File: src/rtl/fu_logic_pipe_if.sv
// Issue / completion bus of the pipelined logic functional unit.
// Dispatch and the broadcast queue sit on the master side; the unit is the slave.
//   ce, opcode, executionTag_in, data_0, data_1 : issue from dispatch
//   idle                                         : unit can take an issue this cycle
//   result, done, executionTag_out               : head of the completion buffer
//   queued                                       : broadcast queue takes the head entry
interface fu_logic_pipe_if #(
   parameter int unsigned DATA_WIDTH = 32,
   parameter int unsigned TAG_WIDTH  = 7
);
   logic                  ce;
   logic                  idle;
   logic [2:0]            opcode;
   logic [TAG_WIDTH-1:0]  executionTag_in;
   logic [DATA_WIDTH-1:0] data_0;
   logic [DATA_WIDTH-1:0] data_1;
   logic [DATA_WIDTH-1:0] result;
   logic                  done;
   logic [TAG_WIDTH-1:0]  executionTag_out;
   logic                  queued;

   modport master (
      output ce, opcode, executionTag_in, data_0, data_1, queued,
      input  idle, result, done, executionTag_out
   );

   modport slave (
      input  ce, opcode, executionTag_in, data_0, data_1, queued,
      output idle, result, done, executionTag_out
   );
endinterface

File: src/rtl/fu_logic_pipe.sv
// Pipelined bitwise logic unit: eight operations, one issue per cycle,
// LATENCY-cycle pipeline into a DEPTH-entry in-order completion buffer.
// Ports:
//   clk  : clock, all state on rising edge
//   rst  : synchronous active-high reset
//   bus  : issue/completion bus (slave side), see fu_logic_pipe_if
module fu_logic_pipe #(
   parameter int unsigned DATA_WIDTH = 32,
   parameter int unsigned LATENCY    = 1,
   parameter int unsigned TAG_WIDTH  = 7,
   parameter int unsigned DEPTH      = 2
) (
   input logic             clk,
   input logic             rst,
   fu_logic_pipe_if.slave  bus
);

   localparam int unsigned OCC_W = $clog2(DEPTH + 1);
   localparam int unsigned PTR_W = (DEPTH > 1) ? $clog2(DEPTH) : 1;

   typedef struct packed {
      logic [TAG_WIDTH-1:0]  tag;
      logic [DATA_WIDTH-1:0] data;
   } entry_t;

   logic             accept_c;
   logic             pop_c;
   entry_t           issue_c;
   logic             wr_en_c;
   entry_t           wr_entry_c;

   logic [OCC_W-1:0] occ_q;
   logic [OCC_W-1:0] occ_n;
   logic [OCC_W-1:0] cnt_q;
   logic [OCC_W-1:0] cnt_n;
   logic [PTR_W-1:0] rd_q;
   logic [PTR_W-1:0] rd_n;
   logic [PTR_W-1:0] wr_q;
   logic [PTR_W-1:0] wr_n;
   logic             idle_q;
   logic             done_q;
   entry_t           head_q;
   entry_t           head_n;
   entry_t           mem [DEPTH];

   // Handshakes; idle_q/done_q are registered so neither depends on ce/queued.
   assign accept_c = bus.ce & idle_q;
   assign pop_c    = bus.queued & done_q;

   // Operation evaluated at the input; only the registered copy matters.
   always_comb begin : op_compute
      issue_c.tag = bus.executionTag_in;
      case (bus.opcode)
         3'd0:    issue_c.data = bus.data_0 & bus.data_1;
         3'd1:    issue_c.data = bus.data_0 | bus.data_1;
         3'd2:    issue_c.data = bus.data_0 ^ bus.data_1;
         3'd3:    issue_c.data = ~(bus.data_0 | bus.data_1);
         3'd4:    issue_c.data = bus.data_0 & ~bus.data_1;
         3'd5:    issue_c.data = bus.data_0 | ~bus.data_1;
         3'd6:    issue_c.data = ~(bus.data_0 ^ bus.data_1);
         default: issue_c.data = bus.data_0;
      endcase
   end

   // LATENCY-1 non-stalling stages; only the valid bits need a reset.
   generate
      if (LATENCY == 1) begin : g_direct
         assign wr_en_c    = accept_c;
         assign wr_entry_c = issue_c;
      end else begin : g_pipe
         localparam int unsigned STAGES = LATENCY - 1;

         logic [STAGES-1:0] vld_q;
         entry_t            pay_q [STAGES];

         always_ff @(posedge clk) begin : valid_shift
            if (rst) begin
               vld_q <= '0;
            end else begin
               vld_q[0] <= accept_c;
               for (int i = 1; i < STAGES; i++) begin
                  vld_q[i] <= vld_q[i-1];
               end
            end
         end

         always_ff @(posedge clk) begin : payload_shift
            pay_q[0] <= issue_c;
            for (int i = 1; i < STAGES; i++) begin
               pay_q[i] <= pay_q[i-1];
            end
         end

         assign wr_en_c    = vld_q[STAGES-1];
         assign wr_entry_c = pay_q[STAGES-1];
      end
   endgenerate

   // Circular increment for any DEPTH, not just powers of two.
   function automatic logic [PTR_W-1:0] ptr_inc(input logic [PTR_W-1:0] p);
      return (p == PTR_W'(DEPTH - 1)) ? '0 : p + PTR_W'(1);
   endfunction

   // Next credit count, buffer fill, pointers and head entry.
   always_comb begin : next_state
      occ_n  = occ_q + OCC_W'(accept_c) - OCC_W'(pop_c);
      cnt_n  = cnt_q + OCC_W'(wr_en_c) - OCC_W'(pop_c);
      rd_n   = pop_c   ? ptr_inc(rd_q) : rd_q;
      wr_n   = wr_en_c ? ptr_inc(wr_q) : wr_q;
      head_n = '0;
      if (cnt_n != '0) begin
         // A write landing on the new read slot becomes the head immediately.
         if (wr_en_c && (wr_q == rd_n)) begin
            head_n = wr_entry_c;
         end else begin
            head_n = mem[rd_n];
         end
      end
   end

   // Control state and registered outputs.
   always_ff @(posedge clk) begin : state_regs
      if (rst) begin
         occ_q  <= '0;
         cnt_q  <= '0;
         rd_q   <= '0;
         wr_q   <= '0;
         idle_q <= 1'b1;
         done_q <= 1'b0;
         head_q <= '0;
      end else begin
         occ_q  <= occ_n;
         cnt_q  <= cnt_n;
         rd_q   <= rd_n;
         wr_q   <= wr_n;
         idle_q <= (occ_n < OCC_W'(DEPTH));
         done_q <= (cnt_n != '0);
         head_q <= head_n;
      end
   end

   // Buffer storage; contents are don't-care until written.
   always_ff @(posedge clk) begin : buffer_write
      if (wr_en_c) begin
         mem[wr_q] <= wr_entry_c;
      end
   end

   assign bus.idle             = idle_q;
   assign bus.done             = done_q;
   assign bus.result           = head_q.data;
   assign bus.executionTag_out = head_q.tag;

endmodule

File: src/flat_wrapper.sv
// flat-port wrapper written by rule: the top's interface ports become plain ports
module fu_logic_pipe_flat 
#(
   parameter int unsigned DATA_WIDTH = 32,
   parameter int unsigned LATENCY    = 1,
   parameter int unsigned TAG_WIDTH  = 7,
   parameter int unsigned DEPTH      = 2
)
  (clk, rst, bus_ce, bus_opcode, bus_executionTag_in, bus_data_0, bus_data_1, bus_queued, bus_idle, bus_result, bus_done, bus_executionTag_out);
  fu_logic_pipe_if #(.DATA_WIDTH(DATA_WIDTH), .TAG_WIDTH(TAG_WIDTH)) bus_i ();
  input logic clk;
  input logic rst;
  input wire logic [$bits(bus_i.ce)-1:0] bus_ce;
  input wire logic [$bits(bus_i.opcode)-1:0] bus_opcode;
  input wire logic [$bits(bus_i.executionTag_in)-1:0] bus_executionTag_in;
  input wire logic [$bits(bus_i.data_0)-1:0] bus_data_0;
  input wire logic [$bits(bus_i.data_1)-1:0] bus_data_1;
  input wire logic [$bits(bus_i.queued)-1:0] bus_queued;
  output wire logic [$bits(bus_i.idle)-1:0] bus_idle;
  output wire logic [$bits(bus_i.result)-1:0] bus_result;
  output wire logic [$bits(bus_i.done)-1:0] bus_done;
  output wire logic [$bits(bus_i.executionTag_out)-1:0] bus_executionTag_out;
  assign bus_i.ce = bus_ce;
  assign bus_i.opcode = bus_opcode;
  assign bus_i.executionTag_in = bus_executionTag_in;
  assign bus_i.data_0 = bus_data_0;
  assign bus_i.data_1 = bus_data_1;
  assign bus_i.queued = bus_queued;
  assign bus_idle = bus_i.idle;
  assign bus_result = bus_i.result;
  assign bus_done = bus_i.done;
  assign bus_executionTag_out = bus_i.executionTag_out;
  fu_logic_pipe #(.DATA_WIDTH(DATA_WIDTH), .LATENCY(LATENCY), .TAG_WIDTH(TAG_WIDTH), .DEPTH(DEPTH)) u_core (.clk(clk), .rst(rst), .bus(bus_i));
endmodule
File: config.mk
export PLATFORM = sky130hd
export DESIGN_NAME = fu_logic_pipe_flat
export DESIGN_NICKNAME = d
export VERILOG_FILES = /design/src/rtl/fu_logic_pipe_if.sv /design/src/rtl/fu_logic_pipe.sv /design/src/flat_wrapper.sv
export SDC_FILE = /design/constraint.sdc
export NUM_CORES = 1
export LEC_CHECK = 0
export BUFFER_PORTS_ARGS = -buffer_cell sky130_fd_sc_hd__clkbuf_2
export CORE_MARGIN = 4
export CORE_UTILIZATION = 31
export CTS_CLUSTER_DIAMETER = 120
export DETAILED_ROUTE_END_ITERATION = 7
export GPL_TIMING_DRIVEN = 1
export HOLD_SLACK_MARGIN = 0.03
export MAX_ROUTING_LAYER = met4
export PLACE_DENSITY = 0.52
export SYNTH_ARGS = -nofsm -noshare
export SYNTH_HDL_FRONTEND = slang
export SYNTH_SLANG_ARGS = --single-unit
File: constraint.sdc
create_clock -name clk -period 9.76 [get_ports clk]
set_input_delay 0.976 -clock clk [delete_from_list [all_inputs] [get_ports clk]]
set_output_delay 0.976 -clock clk [all_outputs]
set_load 0.01 [all_outputs]
Yosys cells after proc, flatten, opt, wreduce, memory -nomap -nowiden
Memories as Yosys holds them, arrays and structs flattened. A register that Yosys moved wholly into a read port is not among the register bits.
Cells that the tools add are included.
Word-level totals
  bits in registers: 8
  latch bits: 0
  bits in writable memories: 78
  ROM bits: 0
  output and inout port bits: 41
  logic and storage cells: 40
  memories: 1
Cells by class
  add/sub/neg operators: 6
  multiply operators: 0
  divide/modulo/power cells: 0
  magnitude comparators: 1
  equality and inequality tests: 6
  shift operators: 0
  mux-type cells: 6
  bitwise gates (word level): 11
  reduce and logical (&&, ||, !) cells: 3
Memories
  u_core.mem: depth 2, bits a word 39, rd ports 1, clocked after memory_dff 1, wr ports 1, RTL line fu_logic_pipe.sv:44  | entry_t mem [DEPTH];
Operator list (count)
  one-hot mux 32 bit (7 select lines): 1
  inverter 32 bit: 3
  AND 32 bit: 2
  OR 32 bit: 2
  XOR 32 bit: 1
  equality test 3 bit (second input constant): 3
  equality test 3 x 2 -> 1 bit (second input constant): 2
  2-to-1 mux 1 bit: 5
  adder 2 x 1 -> 2 bit: 2
  subtractor 2 x 1 -> 2 bit: 2
  equality test 3 x 1 -> 1 bit (second input constant): 1
  zero test 3 bit: 1
  adder 1 bit (second input constant): 2
  AND 1 bit: 2
  < comparator 2 bit (second input constant): 1
  nonzero test 2 bit: 1
  OR reduction 2 bit: 1
  inverter 1 bit: 1

Logic depth before layout (Yosys ltp)
Gate-level depths: netlist (run 1).
  depth after elaboration: 6
  gate-level depth with buffers: 12

Worst setup path after synthesis (run 1)
Ideal clock, no wire load.
  kind: input-to-reg
  start: input bus_ce
  end: memory u_core.mem[0][0] in the netlist's numbering (enable)
  library setup time: 0.435 ns
  arrival time: 3.306 ns
  data required time: 9.325 ns
  path slack: 6.019 ns
  stages on the path: 5
  path buffers: 2
  path through: and2_1 > clkbuf_1 > inv_1 > clkbuf_1 > nor2_1
On the way
  cells in the longest elaborated chain, start to end: 3
Ends and longest elaborated chain
  from (decl): RTL line flat_wrapper.sv:13  | input wire logic [$bits(bus_i.ce)-1:0] bus_ce;
  AND 1 bit: RTL line fu_logic_pipe.sv:47  | assign accept_c = bus.ce & idle_q;
  2-to-1 mux 1 bit: RTL line fu_logic_pipe.sv:144  | if (wr_en_c) begin
  2-to-1 mux 1 bit (not written as such): RTL line fu_logic_pipe.sv:145  | mem[wr_q] <= wr_entry_c;
  to (decl): RTL line fu_logic_pipe.sv:44
Every way passes these cells.

Final worst setup path (run 1)
  start: input bus_ce
  end: register u_core.head_q (netlist bit u_core.bus.result[20])
On the way
  cells in the longest elaborated chain, start to end: 6
Ends and longest elaborated chain
  AND 1 bit: RTL line fu_logic_pipe.sv:47
  adder 2 x 1 -> 2 bit: RTL line fu_logic_pipe.sv:107  | cnt_n = cnt_q + OCC_W'(wr_en_c) - OCC_W'(pop_c);
  subtractor 2 x 1 -> 2 bit: RTL line fu_logic_pipe.sv:107
  nonzero test 2 bit: RTL line fu_logic_pipe.sv:111  | if (cnt_n != '0) begin
  inverter 1 bit (no source line)
  OR reduction 2 bit (no source line)
  to (signal assigned): RTL line fu_logic_pipe.sv:138  | head_q <= head_n;
  to (decl): RTL line fu_logic_pipe.sv:42  | entry_t head_q;
Every way passes these cells.
A chain may end at the register's enable or synchronous reset.

==> results of run 1 <==
-- power groups by stage --
stage | Sequential [W] | Combinational [W] | Clock [W]
2_1_floorplan | 0.000806 | 0.000585 | 0
3_3_place_gp | 0.000792 | 0.000855 | 0
3_5_place_dp | 0.000789 | 0.000867 | 0
4_1_cts | 0.000780 | 0.000867 | 0.000572
5_1_grt | 0.000790 | 0.000935 | 0.000596
6_report | 0.000776 | 0.000849 | 0.000559
-- per-layer routing --
layer | GRT usage | up-vias | part of all wire
met5 | - | - | 0
met4 | 0.0368 | 0 | 0.010
met3 | 0.0370 | 16 | 0.065
met2 | 0.214 | 143 | 0.44
met1 | 0.202 | 2689 | 0.48
li1 | - | 2842 | -
-- worst max-delay path: stages --
cell and delay [ns]:
clkbuf_2 0.09, and2_2 0.13, buf_4 0.51, inv_1 0.41, ha_1 0.40, inv_1 0.05, ha_1 0.18, xnor2_1 0.13
xnor2_1 0.17, o21bai_4 0.39, buf_4 0.53, a211oi_2 0.08
-- worst paths after layout --
| check | start | endpoint | depth (start not counted) |
|---|---|---|---|
| worst max-delay path | bus_ce | u_core.bus.result[20]$_SDFF_PP0_ | 12 |
| worst min-delay path | u_core.mem[1][37]$_DFFE_PP_ | u_core.bus.executionTag_out[5]$_SDFF_PP0_ | 2 |
| worst max register to register | u_core.bus.idle$_SDFF_PP1_ | u_core.bus.result[20]$_SDFF_PP0_ | 11 |
| worst min register to register | u_core.mem[1][37]$_DFFE_PP_ | u_core.bus.executionTag_out[5]$_SDFF_PP0_ | 2 |
-- cells by family after synthesis --
kind of cell / Yosys count / synth area share
xor gates and xnor gates: 71 / 0.0810
and+or+nand+nor: 108 / 0.0682
AOI/OAI and AO/OA: 143 / 0.179
DFF: 125 / 0.406
muxes: 61 / 0.0802
buffers and inverters: 156 / 0.0819
adders and majority gates: 67 / 0.104
-- sequential cells by signal (all words and copies together) (netlist names) --
name                         flops
u_core.bus.done                  1
u_core.wr_q                      1
u_core.cnt_q                     2
u_core.bus.idle                  1
u_core.rd_q                      1
u_core.occ_q                     2
u_core.mem                      78
u_core.bus.executionTag_out      7
u_core.bus.result               32
-- metrics by stage --
stage          setup slack [ns]  instances  hold WS (ns)
2_1_floorplan              6.02        731         0.524
3_3_place_gp               5.51       1135         0.541
3_5_place_dp               5.48       1135         0.543
4_1_cts                    5.91       1167         0.551
5_1_grt                    5.69       1168         0.570
6_report                   5.93       1168         0.545
-- final cells by class --
cell class,instances,area (µm²)
antenna,1,2.50
clock buffer,21,450
clock inverter,11,75.1
fill,2549,15900
inverter,100,375
multi-input combinational,450,4180
sequential,125,3280
tap,330,413
timing repair buffer,130,687
-- placed cells by master, fill, tap and decap left out, drive strengths merged --
master | netlist | layout
a211oi | 35 | 35
xnor2 | 38 | 38
a21oi | 3 | 3
a21bo | 1 | 1
o22ai | 30 | 30
nand2b | 2 | 2
a311oi | 37 | 37
a221oi | 32 | 32
nor2b | 6 | 6
dfxtp | 47 | 47
nand3 | 8 | 8
nor2 | 34 | 34
and2 | 3 | 3
mux2i | 30 | 30
nor3 | 7 | 7
a2111oi | 1 | 1
o32ai | 1 | 1
mux2 | 31 | 31
nand3b | 1 | 1
xor2 | 33 | 33
nand2 | 12 | 12
ha | 67 | 67
diode | 0 | 1
edfxtp | 78 | 78
bufinv | 0 | 1
clkinv | 0 | 10
and3 | 33 | 33
nor4 | 1 | 1
or2 | 1 | 1
clkbuf | 28 | 138
o21ai | 2 | 2
buf | 28 | 13
o21bai | 1 | 1
inv | 100 | 100
==> impl_metrics.csv, run 1 <==
group,metric,value,unit
placement,gp_congestion,0.735,
floorplanning,io_pins,119,
floorplanning,die-area,0.0288,mm²
pwr,power,0.00218,W
floorplanning,die_w,170,µm
global_route,grt.total_usage,0.146,
final_layout,final_util,0.373,
placement,port_buffers,118,
final_layout,num-nets-final,969,
synth,seq_area_frac_synth,0.406,
pwr,power.internal,0.00139,W
synth,ys_ff_latch,125,
clocking,cts-root-buf,"clkbuf_16",
sta,clock.fmax,261,MHz
synth,yosysMostFrequentCell,"inv_1",
floorplanning,die_y,170,µm
sta,rsz0062_at_grt,"no",
pwr,power_frac_comb,0.389,
sta,tightest_slew,1.00,ns
clocking,numCtsBuffers,17,
final_layout,final_area,0.00947,mm²
synth,syn_area,0.00809,mm²
synth,syn_nets,876,
sta,maxSlewViolCount,0,
clocking,htree_levels,4,
route,drc,0,
route,finalWirelength,20.3,mm
status,outcome,"finished clean",
final_layout,area_growth,17.0,%
pwr,p_sw,0.000791,W
sta,period_share,0.392,
route,drt_first_pass_iters,4,
synth,yosys-top-cells-count,"inv_1, edfxtp_1, ha_1, dfxtp_1",
synth,syn_inst,731,
sta,fin_skew,0.00984,ns
global_route,grt_pass1_vias,5649,
synth,ys_types,41,
synth,synth_ff_type,"edfxtp_1",
clocking,clock_latency,0.42,ns
hold_path,hold_path.class,"reg2reg",
clocking,cts_resized,0,
route,postRouteAntennaNets,0,
global_route,antenna_found_initial,1,
clocking,clockBufferDepth,2,
critical_path,worstPathMaxFanout,35,
placement,dpl_cell_area,0.00894,mm²
sta,timing.final.hold_violations,0,
route,routedWlPerCell,17.3,µm
global_route,grt_pass1_wl,31.8,mm
clocking,cts_setup_buffers,0,
route,vias_per_cell,4.87,
critical_path,cp.required,10.01,ns
floorplanning,core,0.0254,mm²
floorplanning,rows,58,
sta,tns,0,ns
pwr,p_leak,4.16,nW
clocking,clkTransAtPathRegs,0.05,ns
clocking,cts.sinks,125,
pwr,ir_drop,0.197,mV
pwr,cellPowerDensity,231,mW/mm²
critical_path,crit_type,"in2reg",
synth,synthTopCellsByArea,"edfxtp_1, dfxtp_1, ha_1",
global_route,grt_max_degree,69,
pwr,clkPwrFrac,0.256,
pwr,power_frac_seq,0.355,
global_route,globalRouteOverflowTotal,0,
route,dr_total_vias,5690,
pwr,p_sw_frac,0.362,
synth,async_flop_share,0,
sta,maxSlewHeadroom,0.333,
route,drt_iter0_drc,286,
run,cap_violations,0,
clocking,cts_tree,"yes",
critical_path,rrSetupSlack,6.23,ns
sta,post-route-min-period,3.83,ns
synth,synth_edf_count,78,
synth,synth_top_area_share,0.289,
final_layout,drive_above_1_share,0.308,
sta,setup_viol,0,
synth,synth.avg_cell_area,11.1,µm²
clocking,postCtsHoldBufs,0,
critical_path,crit_path_end_kind,"register",
synth,synth_top_cell_by_area,"edfxtp_1",
synth,yosysWarnings,0,
critical_path,crit_arrival,4.08,ns
floorplanning,initial_core_util,0.319,
critical_path,crit_path_start_kind,"primary input",
placement,hpwlAfterDp,14.1,mm
Power figures use the tool's default switching activity.
==> inputs of run 2 (changes only) <==
==> constraint.sdc (replaced) <==
create_clock -name clk -period 3.9 [get_ports clk]
set_input_delay 0.39 -clock clk [delete_from_list [all_inputs] [get_ports clk]]
set_output_delay 0.39 -clock clk [all_outputs]
set_load 0.01 [all_outputs]
==> run 2 against run 1 <==
Total power rose to 2.6 times the previous value. Hold slack got worse by 0.34 ns. Die area is the same. Sequential cell count stayed put. Combinational power grew to 2.6 times the previous value. First-iteration DRC count grew 24%. Critical path depth fell by 3. Non-clock buffer count increased by 5. Count of clock-buffer cells in the layout is 1 higher.
==> impl_metrics.csv, run 2 (synthesized netlist as in run 1, its figures left out) <==
group,metric,value,unit
sta,setup_viol,0,
status,outcome,"finished clean",
critical_path,worstPathMaxFanout,26,
clocking,clkTransAtPathRegs,0.05,ns
final_layout,largest_register_ffs,78,
critical_path,cp.required,4.15,ns
pwr,cellPowerDensity,597,mW/mm²
clocking,cts_resized,0,
route,drt_first_pass_iters,4,
placement,port_buffers,118,
placement,gp_congestion,0.744,
route,postRouteAntennaNets,0,
floorplanning,initial_core_util,0.319,
final_layout,final_cell_mix,"clkbuf_2, inv_1, edfxtp_1, ha_1, dfxtp_1",
clocking,clockBufferDepth,2,
route,routedWlPerCell,17.6,µm
sta,fin_skew,0.0106,ns
clocking,postCtsHoldBufs,0,
sta,setup_slack,1.20,ns
sta,tns,0,ns
floorplanning,die-area,0.0288,mm²
final_layout,nFillCells,2535,
route,drt_iter0_drc,354,
clocking,cts_setup_buffers,0,
final_layout,num-nets-final,974,
global_route,grt_max_degree,99,
pwr,power_frac_seq,0.339,
route,vias_per_cell,4.88,
sta,rsz0062_at_grt,"no",
pwr,clkPwrFrac,0.284,
sta,maxSlewHeadroom,0.285,
critical_path,crit_arrival,2.95,ns
sta,period_share,0.693,
pwr,p_leak,4.22,nW
final_layout,final_common_cell,"clkbuf_2",
global_route,grt_pass1_vias,5674,
clocking,cts-root-buf,"clkbuf_16",
pwr,ir_drop,0.516,mV
sta,clock.fmax,370,MHz
final_layout,drive_above_1_share,0.318,
sta,maxSlewViolCount,0,
route,dr_total_vias,5717,
critical_path,crit_type,"reg2reg",
floorplanning,die_y,170,µm
floorplanning,rows,58,
pwr,power_frac_comb,0.378,
sta,post-route-min-period,2.70,ns
final_layout,multi_input_area,0.00418,mm²
pwr,p_sw_frac,0.354,
sta,tightest_slew,1.07,ns
final_layout,area_growth,18.8,%
clocking,numCtsBuffers,17,
route,finalWirelength,20.7,mm
critical_path,crit_path_start_kind,"register",
final_layout,largest-register,"u_core.mem",
pwr,p_sw,0.00203,W
critical_path,rrSetupSlack,1.20,ns
hold_path,hold_path.class,"in2reg",
sta,timing.final.hold_violations,0,
floorplanning,core,0.0254,mm²
placement,hpwlAfterDp,14.4,mm
global_route,grt_pass1_wl,32.0,mm
pwr,power.internal,0.00371,W
clocking,cts_tree,"yes",
placement,pre_cts_ws,1.04,ns
clocking,clock_latency,0.41,ns
run,cap_violations,0,
global_route,grt.total_usage,0.146,
floorplanning,die_w,170,µm
clocking,htree_levels,4,
critical_path,crit_path_end_kind,"register",
final_layout,ff_latch_area,0.00328,mm²
route,drc,0,
clocking,cts.sinks,125,
floorplanning,io_pins,119,
global_route,globalRouteOverflowTotal,0,
global_route,antenna_found_initial,0,
final_layout,diodes,0,
-- run 2: cell count changes in the layout (fill, tap and decap cells not counted), moves of 2 or more --
cell        before  now
buf_4           12   16
clkinv_1         4    0
clkinvlp_4       0    4
clkinv_2         6    3
bufinv_16        1    3
-- run 2: final cells by class --
| type | count | area share |
|---|---|---|
| clock inverters | 10 | 0.0141 |
| multi-input cells | 450 | 0.435 |
| inverters | 100 | 0.0390 |
| flip-flops and latches | 125 | 0.342 |
| repair buffers | 135 | 0.0767 |
| well taps | 330 | 0.0430 |
| clock buffers | 22 | 0.0505 |
-- run 2: per-stage QoR --
stage / area [µm²] / power [W] / utilization / hold slack, ns / std cells
after floorplan: 8090 / 0.00348 / - / 0.459 / 731
final: 9610 / 0.00574 / 0.378 / 0.203 / 1172
after global placement: 8990 / 0.00417 / 0.354 / 0.542 / 1140
after global routing: 9610 / 0.00607 / 0.378 / 0.183 / 1172
after CTS: 9610 / 0.00583 / 0.378 / 0.176 / 1172
after detailed placement: 8990 / 0.00419 / 0.354 / 0.546 / 1140
-- run 2: path summary, 6_finish.rpt --
kind	cells after the start	start	endpoint
setup reg to reg	9	u_core.bus.done$_SDFF_PP0_	u_core.bus.result[21]$_SDFF_PP0_
hold / removal	1	bus_executionTag_in[3]	u_core.mem[1][35]$_DFFE_PP_
setup / recovery	9	u_core.bus.done$_SDFF_PP0_	u_core.bus.result[21]$_SDFF_PP0_
hold reg to reg	2	u_core.mem[1][10]$_DFFE_PP_	u_core.bus.result[10]$_SDFF_PP0_
-- run 2: power by group through the flow --
stage | Sequential [W] | Clock, W | Combinational (W)
final | 0.00195 | 0.00163 | 0.00217
after global routing | 0.00198 | 0.00171 | 0.00238
after CTS | 0.00195 | 0.00166 | 0.00222
after detailed placement | 0.00198 | 0 | 0.00221
after global placement | 0.00199 | 0 | 0.00218
after floorplan | 0.00202 | 0 | 0.00146
-- run 2: worst max-delay path: stages (launching register included) --
cell and delay [ns]:
dfxtp_1 0.35, and2_0 0.50, ha_1 0.34, inv_1 0.08, ha_1 0.15, xnor2_1 0.13
xnor2_1 0.13, o21bai_4 0.47, buf_12 0.30, a211oi_2 0.07
-- run 2: layer usage --
layer	vias up	wire, µm	share of wire	GRT usage
li1	2845	-	-	-
met5	-	0	0	-
met2	123	9090	0.44	0.209
met3	11	990	0.048	0.0310
met4	0	156	0.0075	0.0354
met1	2738	10400	0.51	0.211
